### config.mk
export PLATFORM = sky130hd
export DESIGN_NAME = sram_req_arbiter
export DESIGN_NICKNAME = d
export VERILOG_FILES = /design/src/rtl/sram_req_arbiter.sv
export SDC_FILE = /design/constraint.sdc
export NUM_CORES = 1
export LEC_CHECK = 0
export ABC_CLOCK_PERIOD_IN_PS = 3300
export CORE_AREA = 5 5 121 123
export CTS_BUF_LIST = sky130_fd_sc_hd__clkbuf_16
export DETAILED_ROUTE_END_ITERATION = 12
export DIE_AREA = 0 0 126 128
export GPL_TIMING_DRIVEN = 0
export PLACE_DENSITY_LB_ADDON = 0.15
export SKIP_CTS_REPAIR_TIMING = 1
export SYNTH_ARGS = -nofsm -noshare
export SYNTH_HDL_FRONTEND = slang
export SYNTH_SLANG_ARGS = --single-unit
### constraint.sdc
create_clock -name clk -period 3.3 [get_ports clk]
set_input_delay 0.495 -clock clk [delete_from_list [all_inputs] [get_ports clk]]
set_output_delay 0.495 -clock clk [all_outputs]
set_load 0.01 [all_outputs]
### src/rtl/sram_req_arbiter.sv
// rtl/sram_req_arbiter.sv - two-master sram-like request arbiter, one outstanding transaction
// Optional macro ARB_STARVE_GUARD_EN: forces an inst grant after STARVE_LIMIT consecutive data grants.
module sram_req_arbiter #(
    parameter int STARVE_LIMIT = 4,
    parameter int CNT_W        = 3
) (
    input  logic        clk,
    input  logic        reset,

    input  logic        inst_req,
    input  logic        inst_wr,
    input  logic [1:0]  inst_size,
    input  logic [31:0] inst_addr,
    input  logic [3:0]  inst_wstrb,
    input  logic [31:0] inst_wdata,
    output logic        inst_addr_ok,
    output logic        inst_data_ok,
    output logic [31:0] inst_rdata,

    input  logic        data_req,
    input  logic        data_wr,
    input  logic [1:0]  data_size,
    input  logic [31:0] data_addr,
    input  logic [3:0]  data_wstrb,
    input  logic [31:0] data_wdata,
    output logic        data_addr_ok,
    output logic        data_data_ok,
    output logic [31:0] data_rdata,

    output logic        mem_req,
    output logic        mem_wr,
    output logic [1:0]  mem_size,
    output logic [31:0] mem_addr,
    output logic [3:0]  mem_wstrb,
    output logic [31:0] mem_wdata,
    input  logic        mem_addr_ok,
    input  logic        mem_data_ok,
    input  logic [31:0] mem_rdata,

    output logic        arb_busy
);

    typedef enum logic [1:0] {
        IDLE      = 2'd0,
        ADDR      = 2'd1,
        WAIT_DATA = 2'd2
    } state_t;

    state_t state, state_nx;
    logic   owner, owner_nx;     // 0 = inst, 1 = data
    logic   any_req;
    logic   sel_data;            // IDLE-time choice
    logic   owner_req;
    logic   fields_en;
    logic   fields_sel;

    assign any_req   = inst_req | data_req;
    assign owner_req = owner ? data_req : inst_req;

`ifdef ARB_STARVE_GUARD_EN
    logic [CNT_W-1:0] starve_cnt;
    logic             force_inst;

    assign force_inst = inst_req && (starve_cnt == CNT_W'(STARVE_LIMIT));
    assign sel_data   = data_req && !force_inst;

    // Counts back-to-back data grants that bypassed a waiting inst request.
    always_ff @(posedge clk) begin
        if (reset) begin
            starve_cnt <= '0;
        end else if (state == IDLE) begin
            if (any_req && sel_data && inst_req)
                starve_cnt <= starve_cnt + 1'b1;
            else
                starve_cnt <= '0;
        end
    end
`else
    assign sel_data = data_req;
`endif

    always_ff @(posedge clk) begin
        if (reset) begin
            state <= IDLE;
            owner <= 1'b0;
        end else begin
            state <= state_nx;
            owner <= owner_nx;
        end
    end

    always_comb begin
        state_nx     = state;
        owner_nx     = owner;
        mem_req      = 1'b0;
        fields_en    = 1'b0;
        fields_sel   = 1'b0;
        inst_addr_ok = 1'b0;
        data_addr_ok = 1'b0;
        inst_data_ok = 1'b0;
        data_data_ok = 1'b0;
        inst_rdata   = 32'h0;
        data_rdata   = 32'h0;

        case (state)
            IDLE: begin
                if (any_req) begin
                    mem_req    = 1'b1;
                    fields_en  = 1'b1;
                    fields_sel = sel_data;
                    if (sel_data)
                        data_addr_ok = mem_addr_ok;
                    else
                        inst_addr_ok = mem_addr_ok;
                    owner_nx = sel_data;
                    state_nx = mem_addr_ok ? WAIT_DATA : ADDR;
                end
            end

            // Grant is locked to owner; a higher-priority request waits.
            ADDR: begin
                if (owner_req) begin
                    mem_req    = 1'b1;
                    fields_en  = 1'b1;
                    fields_sel = owner;
                    if (owner)
                        data_addr_ok = mem_addr_ok;
                    else
                        inst_addr_ok = mem_addr_ok;
                    if (mem_addr_ok)
                        state_nx = WAIT_DATA;
                end else begin
                    state_nx = IDLE;
                end
            end

            WAIT_DATA: begin
                if (mem_data_ok) begin
                    if (owner) begin
                        data_data_ok = 1'b1;
                        data_rdata   = mem_rdata;
                    end else begin
                        inst_data_ok = 1'b1;
                        inst_rdata   = mem_rdata;
                    end
                    state_nx = IDLE;
                end
            end

            default: state_nx = IDLE;
        endcase
    end

    always_comb begin
        mem_wr    = 1'b0;
        mem_size  = 2'd0;
        mem_addr  = 32'h0;
        mem_wstrb = 4'h0;
        mem_wdata = 32'h0;
        if (fields_en) begin
            if (fields_sel) begin
                mem_wr    = data_wr;
                mem_size  = data_size;
                mem_addr  = data_addr;
                mem_wstrb = data_wstrb;
                mem_wdata = data_wdata;
            end else begin
                mem_wr    = inst_wr;
                mem_size  = inst_size;
                mem_addr  = inst_addr;
                mem_wstrb = inst_wstrb;
                mem_wdata = inst_wdata;
            end
        end
    end

    assign arb_busy = (state != IDLE);

endmodule

== Word-level counts from Yosys, hierarchy flattened ==
Cells that the tools add are included.

* Logic and storage cells: 57
* Input bits: 180
* Flip-flop bits (word level): 3
* Output and inout bits: 141

* Eq/ne operators: 5
* Reduce and logical (&&, ||, !) cells: 4
* Bitwise operators: 1
* Muxes and demuxes: 45

{| class="wikitable"
|+ Operators with widths
! operator !! count
|-
| 32-bit two-way mux || 10
|-
| 1-bit two-way mux || 21
|-
| 2-bit two-way mux || 7
|-
| 4-bit two-way mux || 2
|-
| 1-bit case mux with 2 select lines || 4
|-
| 2-bit case mux with 3 select lines || 1
|-
| 2-bit inequality test, second input constant || 2
|-
| 3-bit inequality test, second input constant || 1
|-
| 3-bit AND reduction || 1
|-
| 2-bit by 1-bit == test with 1-bit output, second input constant || 1
|-
| 2-bit == test, second input constant || 1
|-
| 2-bit logical NOT || 1
|-
| 2-bit AND reduction || 1
|-
| 2-bit nonzero test || 1
|-
| 1-bit bitwise OR || 1
|}

== Logic depth before layout (Yosys ltp) ==
Gate-level depths: netlist of the first run.

* Depth in word-level cells: 5
* Mapped depth: 6
* Gate-level depth less buffers: 4

== Worst setup path before layout of the first run ==
OpenSTA, ideal clock, no wires.

* Kind: input port to output port
* Start: input port data_req
* End: output port mem_addr[31]
* Setup slack: 1.464 ns
* Path buffers: 1
* Cell stages on the path: 4
* Arrival: 1.341 ns
* Data required time: 2.805 ns
* Path through: nand2b_2 clkbuf_1 o21ai_1 a211oi_1

* Longest elaborated chain between the ends: 5
* Elaborated cells on any way between the ends: 10
* Those cells by class: mux: 9; bitwise: 1

{| class="wikitable"
|+ Ends and longest elaborated chain
! element !! line !! RTL
|-
| start, declared || 20 || <nowiki>input logic data_req,</nowiki>
|-
| 1-bit two-way mux / 1-bit bitwise OR (equally long branches) || 58, 57 ||
|-
| 1-bit two-way mux (on tied branches) || 122, 107 ||
|-
| 1-bit case mux with 2 select lines || 105 || <nowiki>case (state)</nowiki>
|-
| 32-bit two-way mux || 161 || <nowiki>if (fields_sel) begin</nowiki>
|-
| 32-bit two-way mux (*) || 160 || <nowiki>if (fields_en) begin</nowiki>
|-
| end, declared || 33 || <nowiki>output logic [31:0] mem_addr,</nowiki>
|}

Every way passes the cells marked *; elsewhere a longest branch is shown, timed or not.

== Worst setup path in the final report of the first run ==
* Start: input port inst_req
* End: output port mem_wdata[15]

* Longest elaborated chain between the ends: 5
* Elaborated cells on any way between the ends: 10
* Those cells by class: mux: 9; bitwise: 1

{| class="wikitable"
|+ Ends and longest elaborated chain
! element !! line !! RTL
|-
| start, declared || 10 || <nowiki>input logic inst_req,</nowiki>
|-
| 1-bit two-way mux / 1-bit bitwise OR (equally long branches) || 58, 57 ||
|-
| 1-bit two-way mux (on tied branches) || 122, 107 ||
|-
| 1-bit case mux with 2 select lines || 105 ||
|-
| 32-bit two-way mux || 161 ||
|-
| 32-bit two-way mux (*) || 160 ||
|-
| end, declared || 35 || <nowiki>output logic [31:0] mem_wdata,</nowiki>
|}

Marks and branches as above.

==> metrics.log, run 1 <==
[metrics] Synth Area in Simple Gates: ~40%
[metrics] synthesized flop and latch total: 3
[metrics] class of the most critical setup path: input port to output pin
[metrics] area of the die: 16100 um^2
[metrics] Clock Latency Late Sink: 0.22 ns
[metrics] type of origin of the critical path: input port
[metrics] count of nets after finishing: 864
[metrics] quantity of I/O buffers inserted on ports: 320
[metrics] Vias: 4077
[metrics] run status: complete, no violations
[metrics] required time worst endpoint: 2.80 ns
[metrics] number of different library cells in the post-synthesis netlist: 26
[metrics] final hold viol count: 0
[metrics] post-layout minimum cycle time: just under 3 ns
[metrics] average vias per placed instance: about 4.7
[metrics] EDFF count, synth: 0
[metrics] headroom to the max-slew limit: 58.0%
[metrics] Syn-to-layout area delta: 166%
[metrics] P_leak: around 2.0 nW
[metrics] vias in the first global route: 4317
[metrics] pin count of the biggest net entering global routing: 11
[metrics] post-route clock period utilization: 89.5%
[metrics] vertical die dimension: 128 um
[metrics] synthesized-area fraction occupied by adder cells: 0%
[metrics] Clock Sinks: 3
[metrics] Yosys warnings: 0
[metrics] CTS clock-pin slew for the worst setup and hold paths: approximately 0.03 ns
[metrics] share of the synthesized area in compound gates (AO/OA/AOI/OAI): between 40 and 50%
[metrics] clock skew: 0.000929 ns
[metrics] part of the Yosys area used for sequential elements: 2.84%
[metrics] final core area utilization: 41.5%
[metrics] non-filler cells, final: 863
[metrics] DIE WIDTH: 126 um
[metrics] wire length per cell after detailed routing: roughly 18 um
[metrics] max-slew violations: 0
[metrics] global placement routability congestion: 0.839
[metrics] Max Root-Sink Buffers: 2
[metrics] worst hold margin: 0.568 ns
[metrics] total design power: 1.11 mW
[metrics] total placed cells including tap cells: 859
[metrics] Inserted Clock Buffers: 3
[metrics] CTS tree: built
[metrics] fraction of layout cells with a size suffix above 1: under 10%
[metrics] standard-cell row count: 43
[metrics] fmax: around 340 MHz
[metrics] Initial Utilization: 15.6%
[metrics] worst min path class: flip-flop to flip-flop
[metrics] synthesized area per cell: 5.88 um^2
[metrics] setup repair after global routing missed its margin: no
[metrics] multi-input gate area in the final layout: 1800 um^2
[metrics] proportion of register bits with asynchronous set or reset after synthesis: 0%
[metrics] Fill cells: 1402
[metrics] setup total negative slack: 0 ns
[metrics] first-pass GRT wire length: 22.9 mm
[metrics] library cell with the highest instance count after synthesis: sky130_fd_sc_hd__nand3_1
[metrics] measured slew at the worst slew-check pin: 0.630 ns
[metrics] total grt overflow: 0
[metrics] placeable core region: 13600 um^2
[metrics] detailed router's first-iteration violation count: 132
[metrics] commonest register cell after synthesis: sky130_fd_sc_hd__dfxtp_1
[metrics] multiplexer area fraction after synthesis: 0%
[metrics] GR Util All Layers: 17.3%
[metrics] CTS H-Tree Depth: 1
[metrics] arrival time at the worst endpoint: 2.46 ns
[metrics] post-detail-place hpwl: 12.3 mm
[metrics] count of final setup violators: 0
[metrics] Top-Level Pins: between 300 and 400
[metrics] max cap viols: 0
[metrics] PwrDens: 197 nW/um^2
[metrics] residual antenna-violating net count after detailed routing: 0
[metrics] master cell of the clock root buffer: sky130_fd_sc_hd__clkbuf_16
[metrics] area used by sequential logic in the layout: 60.1 um^2
[metrics] xor and xnor fraction of the mapped netlist area: 0%
[metrics] Synth area leader: sky130_fd_sc_hd__a211oi_1
[metrics] proportion of netlist area held by the largest area contributor: 25.2%
[metrics] main combinational cell family by area after synthesis: compound AO/OA/AOI/OAI gates
[metrics] commonest cells in the synthesized netlist: sky130_fd_sc_hd__nand3_1, sky130_fd_sc_hd__a211oi_1, sky130_fd_sc_hd__and2_1, sky130_fd_sc_hd__o21ai_0, sky130_fd_sc_hd__buf_2
[metrics] 1st-pass router iterations: 4
[metrics] total wirelength of the detailed-routed design: 15.3 mm
[metrics] initial antenna violation count: 0
[metrics] synth top area cells: sky130_fd_sc_hd__a211oi_1, sky130_fd_sc_hd__and2_1, sky130_fd_sc_hd__nand3_1, sky130_fd_sc_hd__o21ai_0, sky130_fd_sc_hd__buf_2
[metrics] Post-Synthesis Cell Area: 2110 um^2
[metrics] CP endpoint kind: output pin
[metrics] Worst VDD drop: 0.116 mV
[metrics] detailed-route DRC error count: 0
[metrics] number of instances in the synthesized netlist: 359
[metrics] worst-path maximum fanout: 10
[metrics] syn_nets: 539
[metrics] count of inserted antenna diode cells: 0
## cell type report
cell class,count,area share (%)
flip-flops and latches,3,1.07
inverters,2,0.133
clock inverters,1,0.0667
plain buffers,53,4.45
well taps,180,4.00
clock buffers,3,1.33
multi-input cells,301,31.9
repair buffers,320,57.0
## critical path, stage by stage
cell	delay, ns
sky130_fd_sc_hd__clkdlybuf4s50_1	0.49
sky130_fd_sc_hd__a21oi_2	0.52
sky130_fd_sc_hd__buf_2	0.34
sky130_fd_sc_hd__a211oi_1	0.08
sky130_fd_sc_hd__clkdlybuf4s50_1	0.53
## layer usage
layer / vias to the layer above / part of all wire [%] / routed length (um) / GRT usage (%)
met1: 1875 / 37 / 5630 / 18.2
met5: - / 0 / 0 / 0
li1: 1984 / - / - / -
met3: 12 / 9.8 / 1500 / 6.54
met4: 0 / 0.87 / 133 / 1.83
met2: 206 / 53 / 8080 / 33.6
## state kept, by name (all words and copies together), names as in the netlist
name,flops
state,2
owner,1
## placed cells by master, fill, tap and decap left out, types with 14 or more instances in the layout
master and instances:
sky130_fd_sc_hd__clkdlybuf4s50_1 319, sky130_fd_sc_hd__clkbuf_1 17, sky130_fd_sc_hd__buf_2 30, sky130_fd_sc_hd__nand3_1 72, sky130_fd_sc_hd__and2_1 64, sky130_fd_sc_hd__a211oi_1 71, sky130_fd_sc_hd__o21ai_1 14, sky130_fd_sc_hd__o21ai_0 59
## metrics by stage
| stage | cell area [um^2] | setup WS [ns] |
|---|---|---|
| 2_1_floorplan | 2110 | 1.46 |
| 3_3_place_gp | 5540 | 0.159 |
| 3_5_place_dp | 5540 | 0.0962 |
| 4_1_cts | 5620 | 0.0938 |
| 5_1_grt | 5620 | 0.213 |
| 6_report | 5620 | 0.348 |
## report_power, final
part	total [mW]	switching (mW)	internal, mW	leakage (nW)
Clock	0.189	0.0330	0.156	0.0423
Sequential	0.0432	0.00360	0.0396	0.0248
Combinational	0.876	0.369	0.506	1.89
Total	1.11	0.406	0.702	1.96
## worst paths after layout
| kind | from | to | slack (ns) | cells after the start |
|---|---|---|---|---|
| setup / recovery | inst_req | mem_wdata[15] | 0.35 | 5 |
| setup reg to reg | state[0] | state[0] | 1.94 | 3 |
| hold / removal | owner | owner | 0.57 | 2 |
| hold reg to reg | owner | owner | 0.57 | 2 |
## kinds of logic (layout without fill, tap and decap cells)
logic type | Yosys count | count (layout)
buf+inv | 55 | 379
compound gates | 149 | 149
flops | 3 | 3
simple gates | 152 | 152
Note: power is estimated with default switching activity, not from simulation.
==> run 2: changes to the inputs <==
--- a/config.mk
+++ b/config.mk
@@ -5,11 +5,13 @@
 export SDC_FILE = /design/constraint.sdc
 export NUM_CORES = 1
 export LEC_CHECK = 0
+export ABC_AREA = 1
 export ABC_CLOCK_PERIOD_IN_PS = 3300
-export CORE_AREA = 5 5 121 123
+export CAP_MARGIN = 40
+export CORE_AREA = 5 5 122 124
 export CTS_BUF_LIST = sky130_fd_sc_hd__clkbuf_16
 export DETAILED_ROUTE_END_ITERATION = 12
-export DIE_AREA = 0 0 126 128
+export DIE_AREA = 0 0 127 129
 export GPL_TIMING_DRIVEN = 0
 export PLACE_DENSITY_LB_ADDON = 0.15
 export SKIP_CTS_REPAIR_TIMING = 1
==> metrics.log, run 2 <==
[metrics] max cap viols: 0
[metrics] share of power burned in registers: 3.3%
[metrics] fraction of layout cells with a size suffix above 1: 4.00%
[metrics] Initial Utilization: 16.5%
[metrics] master cell of the clock root buffer: sky130_fd_sc_hd__clkbuf_16
[metrics] Psw: 0.621 mW
[metrics] worst min path class: flip-flop to flip-flop
[metrics] part of the Yosys area used for sequential elements: under 10%
[metrics] detailed-route DRC error count: 0
[metrics] synthesized area per cell: 4.28 um^2
[metrics] Yosys warnings: 0
[metrics] setup repair after global routing missed its margin: no
[metrics] run status: complete, no violations
[metrics] proportion of register bits with asynchronous set or reset after synthesis: 0%
[metrics] PwrDens: 260 nW/um^2
[metrics] Vias: between 3000 and 4000
[metrics] worst r2r path cells: 8
[metrics] detailed router's first-iteration violation count: between 100 and 150
[metrics] Worst VDD drop: approximately 0.10 mV
[metrics] CTS H-Tree Depth: 1
[metrics] post-layout minimum cycle time: roughly 3.1 ns
[metrics] Inserted Clock Buffers: 3
[metrics] synthesized flop and latch total: 3
[metrics] type of origin of the critical path: input port
[metrics] number of different library cells in the post-synthesis netlist: 17
[metrics] post-detail-place hpwl: about 12 mm
[metrics] count of nets after finishing: 1032
[metrics] GR Util All Layers: 15.2%
[metrics] CP endpoint kind: output pin
[metrics] met2 usage: 30.4%
[metrics] setup total negative slack: 0 ns
[metrics] CTS clock-pin slew for the worst setup and hold paths: approximately 0.03 ns
[metrics] cell internal pwr: 0.879 mW
[metrics] total wirelength of the detailed-routed design: 13.4 mm
[metrics] EDFF count, synth: 0
[metrics] Syn-to-layout area delta: 155%
[metrics] max-slew violations: 0
[metrics] met3 Usage GRT: ~4.1%
[metrics] measured slew at the worst slew-check pin: roughly 0.47 ns
[metrics] commonest register cell after synthesis: sky130_fd_sc_hd__dfxtp_1
[metrics] reg-to-reg endpoint: state[1]
[metrics] met1 usage in global routing: 16.2%
[metrics] Max Root-Sink Buffers: 2
[metrics] Top-Level Pins: 321
[metrics] pin count of the biggest net entering global routing: 11
[metrics] residual antenna-violating net count after detailed routing: 0
[metrics] class of the most critical setup path: input port to output pin
[metrics] DIE WIDTH: roughly 130 um
[metrics] standard-cell row count: 43
[metrics] setup slack, reg-to-reg: 2.07 ns
[metrics] first-pass GRT wire length: 20.2 mm
[metrics] registers with the most flip-flops: state (2), owner (1)
[metrics] Post-DP Area: 5690 um^2
[metrics] wire length per cell after detailed routing: 13.0 um
[metrics] Post-Synthesis Cell Area: 2260 um^2
[metrics] Clock Sinks: 3
[metrics] required time worst endpoint: around 2.8 ns
[metrics] number of instances in the synthesized netlist: 527
[metrics] post-route clock period utilization: 94.4%
[metrics] Top reg by flops: state
[metrics] leading cell type in the layout, fill and taps excluded: sky130_fd_sc_hd__clkdlybuf4s50_1
[metrics] Synth area leader: sky130_fd_sc_hd__inv_1
[metrics] max reg flops: 2
[metrics] Top Usage Layer GRT: met2
[metrics] library cell with the highest instance count after synthesis: sky130_fd_sc_hd__inv_1
[metrics] total grt overflow: 0
[metrics] launching point of the worst reg2reg path: state[1]
[metrics] proportion of netlist area held by the largest area contributor: 29.8%
[metrics] beginning of the critical path: data_req
[metrics] 1st-pass router iterations: 4
[metrics] vias in the first global route: 3756
[metrics] count of final setup violators: 0
[metrics] worst-path maximum fanout: 10
[metrics] P_leak: 3.18 nW
[metrics] average vias per placed instance: 3.76
[metrics] Critical path destination: mem_wdata[30]
[metrics] final hold viol count: 0
[metrics] synth top area cells: sky130_fd_sc_hd__inv_1, sky130_fd_sc_hd__nand2_1, sky130_fd_sc_hd__nor2_1, sky130_fd_sc_hd__o21ai_0, sky130_fd_sc_hd__o21ai_1
[metrics] headroom to the max-slew limit: 68.6%
[metrics] switching part of the total: 41.4%
[metrics] most used cells in the layout excluding fill and tap cells: sky130_fd_sc_hd__clkdlybuf4s50_1, sky130_fd_sc_hd__inv_1, sky130_fd_sc_hd__nand2_1, sky130_fd_sc_hd__nor2_1, sky130_fd_sc_hd__o21ai_0
[metrics] syn_nets: 707
[metrics] commonest cells in the synthesized netlist: sky130_fd_sc_hd__inv_1, sky130_fd_sc_hd__nand2_1, sky130_fd_sc_hd__nor2_1, sky130_fd_sc_hd__o21ai_0, sky130_fd_sc_hd__o21ai_1
[metrics] initial antenna violation count: 0
[metrics] fmax: 321 MHz
[metrics] Clock Latency Late Sink: about 0.22 ns
[metrics] CTS tree: built
[metrics] quantity of I/O buffers inserted on ports: 320
[metrics] combinational cell fraction of total power: 84.1%
[metrics] vertical die dimension: 129 um
[metrics] clock skew: 0.000454 ns
[metrics] count of inserted antenna diode cells: 0
[metrics] placeable core region: 13700 um^2
[metrics] arrival time at the worst endpoint: 2.62 ns
[metrics] global placement routability congestion: 0.829
[metrics] area of the die: 16400 um^2
[metrics] clock network fraction of design power: 12.6%
[metrics] cell area after layout: 5760 um^2
run 2: changes by cell type after synthesis, sizes merged, moves of 2 or more:
cell / before / now
nand2: 2 / 156
buf: 33 / 21
clkbuf: 20 / 7
inv: 2 / 185
nor2: 3 / 72
nand3: 72 / 5
a211oi: 71 / 0
and2: 64 / 0
nand2b: 2 / 0
nor2b: 3 / 0
run 2: worst min-delay path by stage:
stage                        start  endpoint  cells after the start
final                     state[1]  state[1]                      2
after CTS                 state[1]  state[1]                      2
after global routing      state[1]  state[1]                      2
after floorplan           state[1]  state[1]                      2
after detailed placement  state[1]  state[1]                      2
after global placement    state[1]  state[1]                      2
run 2: cell families after synthesis:
kind of cell | count (synthesis) | synth area share, %
DFF | 3 | 2.66
and+or+nand+nor | 235 | 40.0
buffers and inverters | 213 | 39.6
AOI/OAI and AO/OA | 76 | 17.7
run 2: metrics by stage:
step	instances	setup slack, ns	util [%]	hold WS, ns	total power [mW]
final	1031	0.183	42.2	0.545	1.50
after global routing	1031	0.0346	42.2	0.587	1.64
after CTS	1031	0.0322	42.2	0.541	1.53
after detailed placement	1027	0.0582	41.6	0.538	1.33
after global placement	1027	0.0114	41.6	0.540	1.33
after floorplan	527	1.56	-	0.509	0.596
run 2: cell type report:
| type | count | area (um^2) |
|---|---|---|
| clock inverters | 1 | 3.75 |
| repair buffers | 320 | 3200 |
| plain buffers | 28 | 199 |
| inverters | 185 | 694 |
| flip-flops and latches | 3 | 60.1 |
| fillers | 1482 | 7900 |
| multi-input cells | 311 | 1300 |
| well taps | 180 | 225 |
| clock buffers | 3 | 75.1 |
run 2: per-layer routing:
layer | vias up | part of all wire, % | routed length, um
li1 | 2111 | - | -
met1 | 1576 | 36 | 4860
met2 | 182 | 53 | 7170
met3 | 6 | 9.9 | 1330
met4 | 0 | 0.66 | 89
met5 | - | 0 | 0
run 2: critical path, stage by stage:
cell	delay, ns
sky130_fd_sc_hd__clkdlybuf4s50_1	0.62
sky130_fd_sc_hd__o211ai_4	0.20
sky130_fd_sc_hd__clkbuf_1	0.28
sky130_fd_sc_hd__o21ai_1	0.29
sky130_fd_sc_hd__nand2_1	0.09
sky130_fd_sc_hd__inv_1	0.06
sky130_fd_sc_hd__clkdlybuf4s50_1	0.58
run 2: power groups by stage:
stage / clock (mW) / sequential [mW] / combinational, mW
floorplan: 0 / 0.0482 / 0.548
detailed placement: 0 / 0.0497 / 1.28
global placement: 0 / 0.0500 / 1.28
global route: 0.197 / 0.0505 / 1.39
CTS: 0.193 / 0.0493 / 1.29
finish: 0.189 / 0.0493 / 1.26
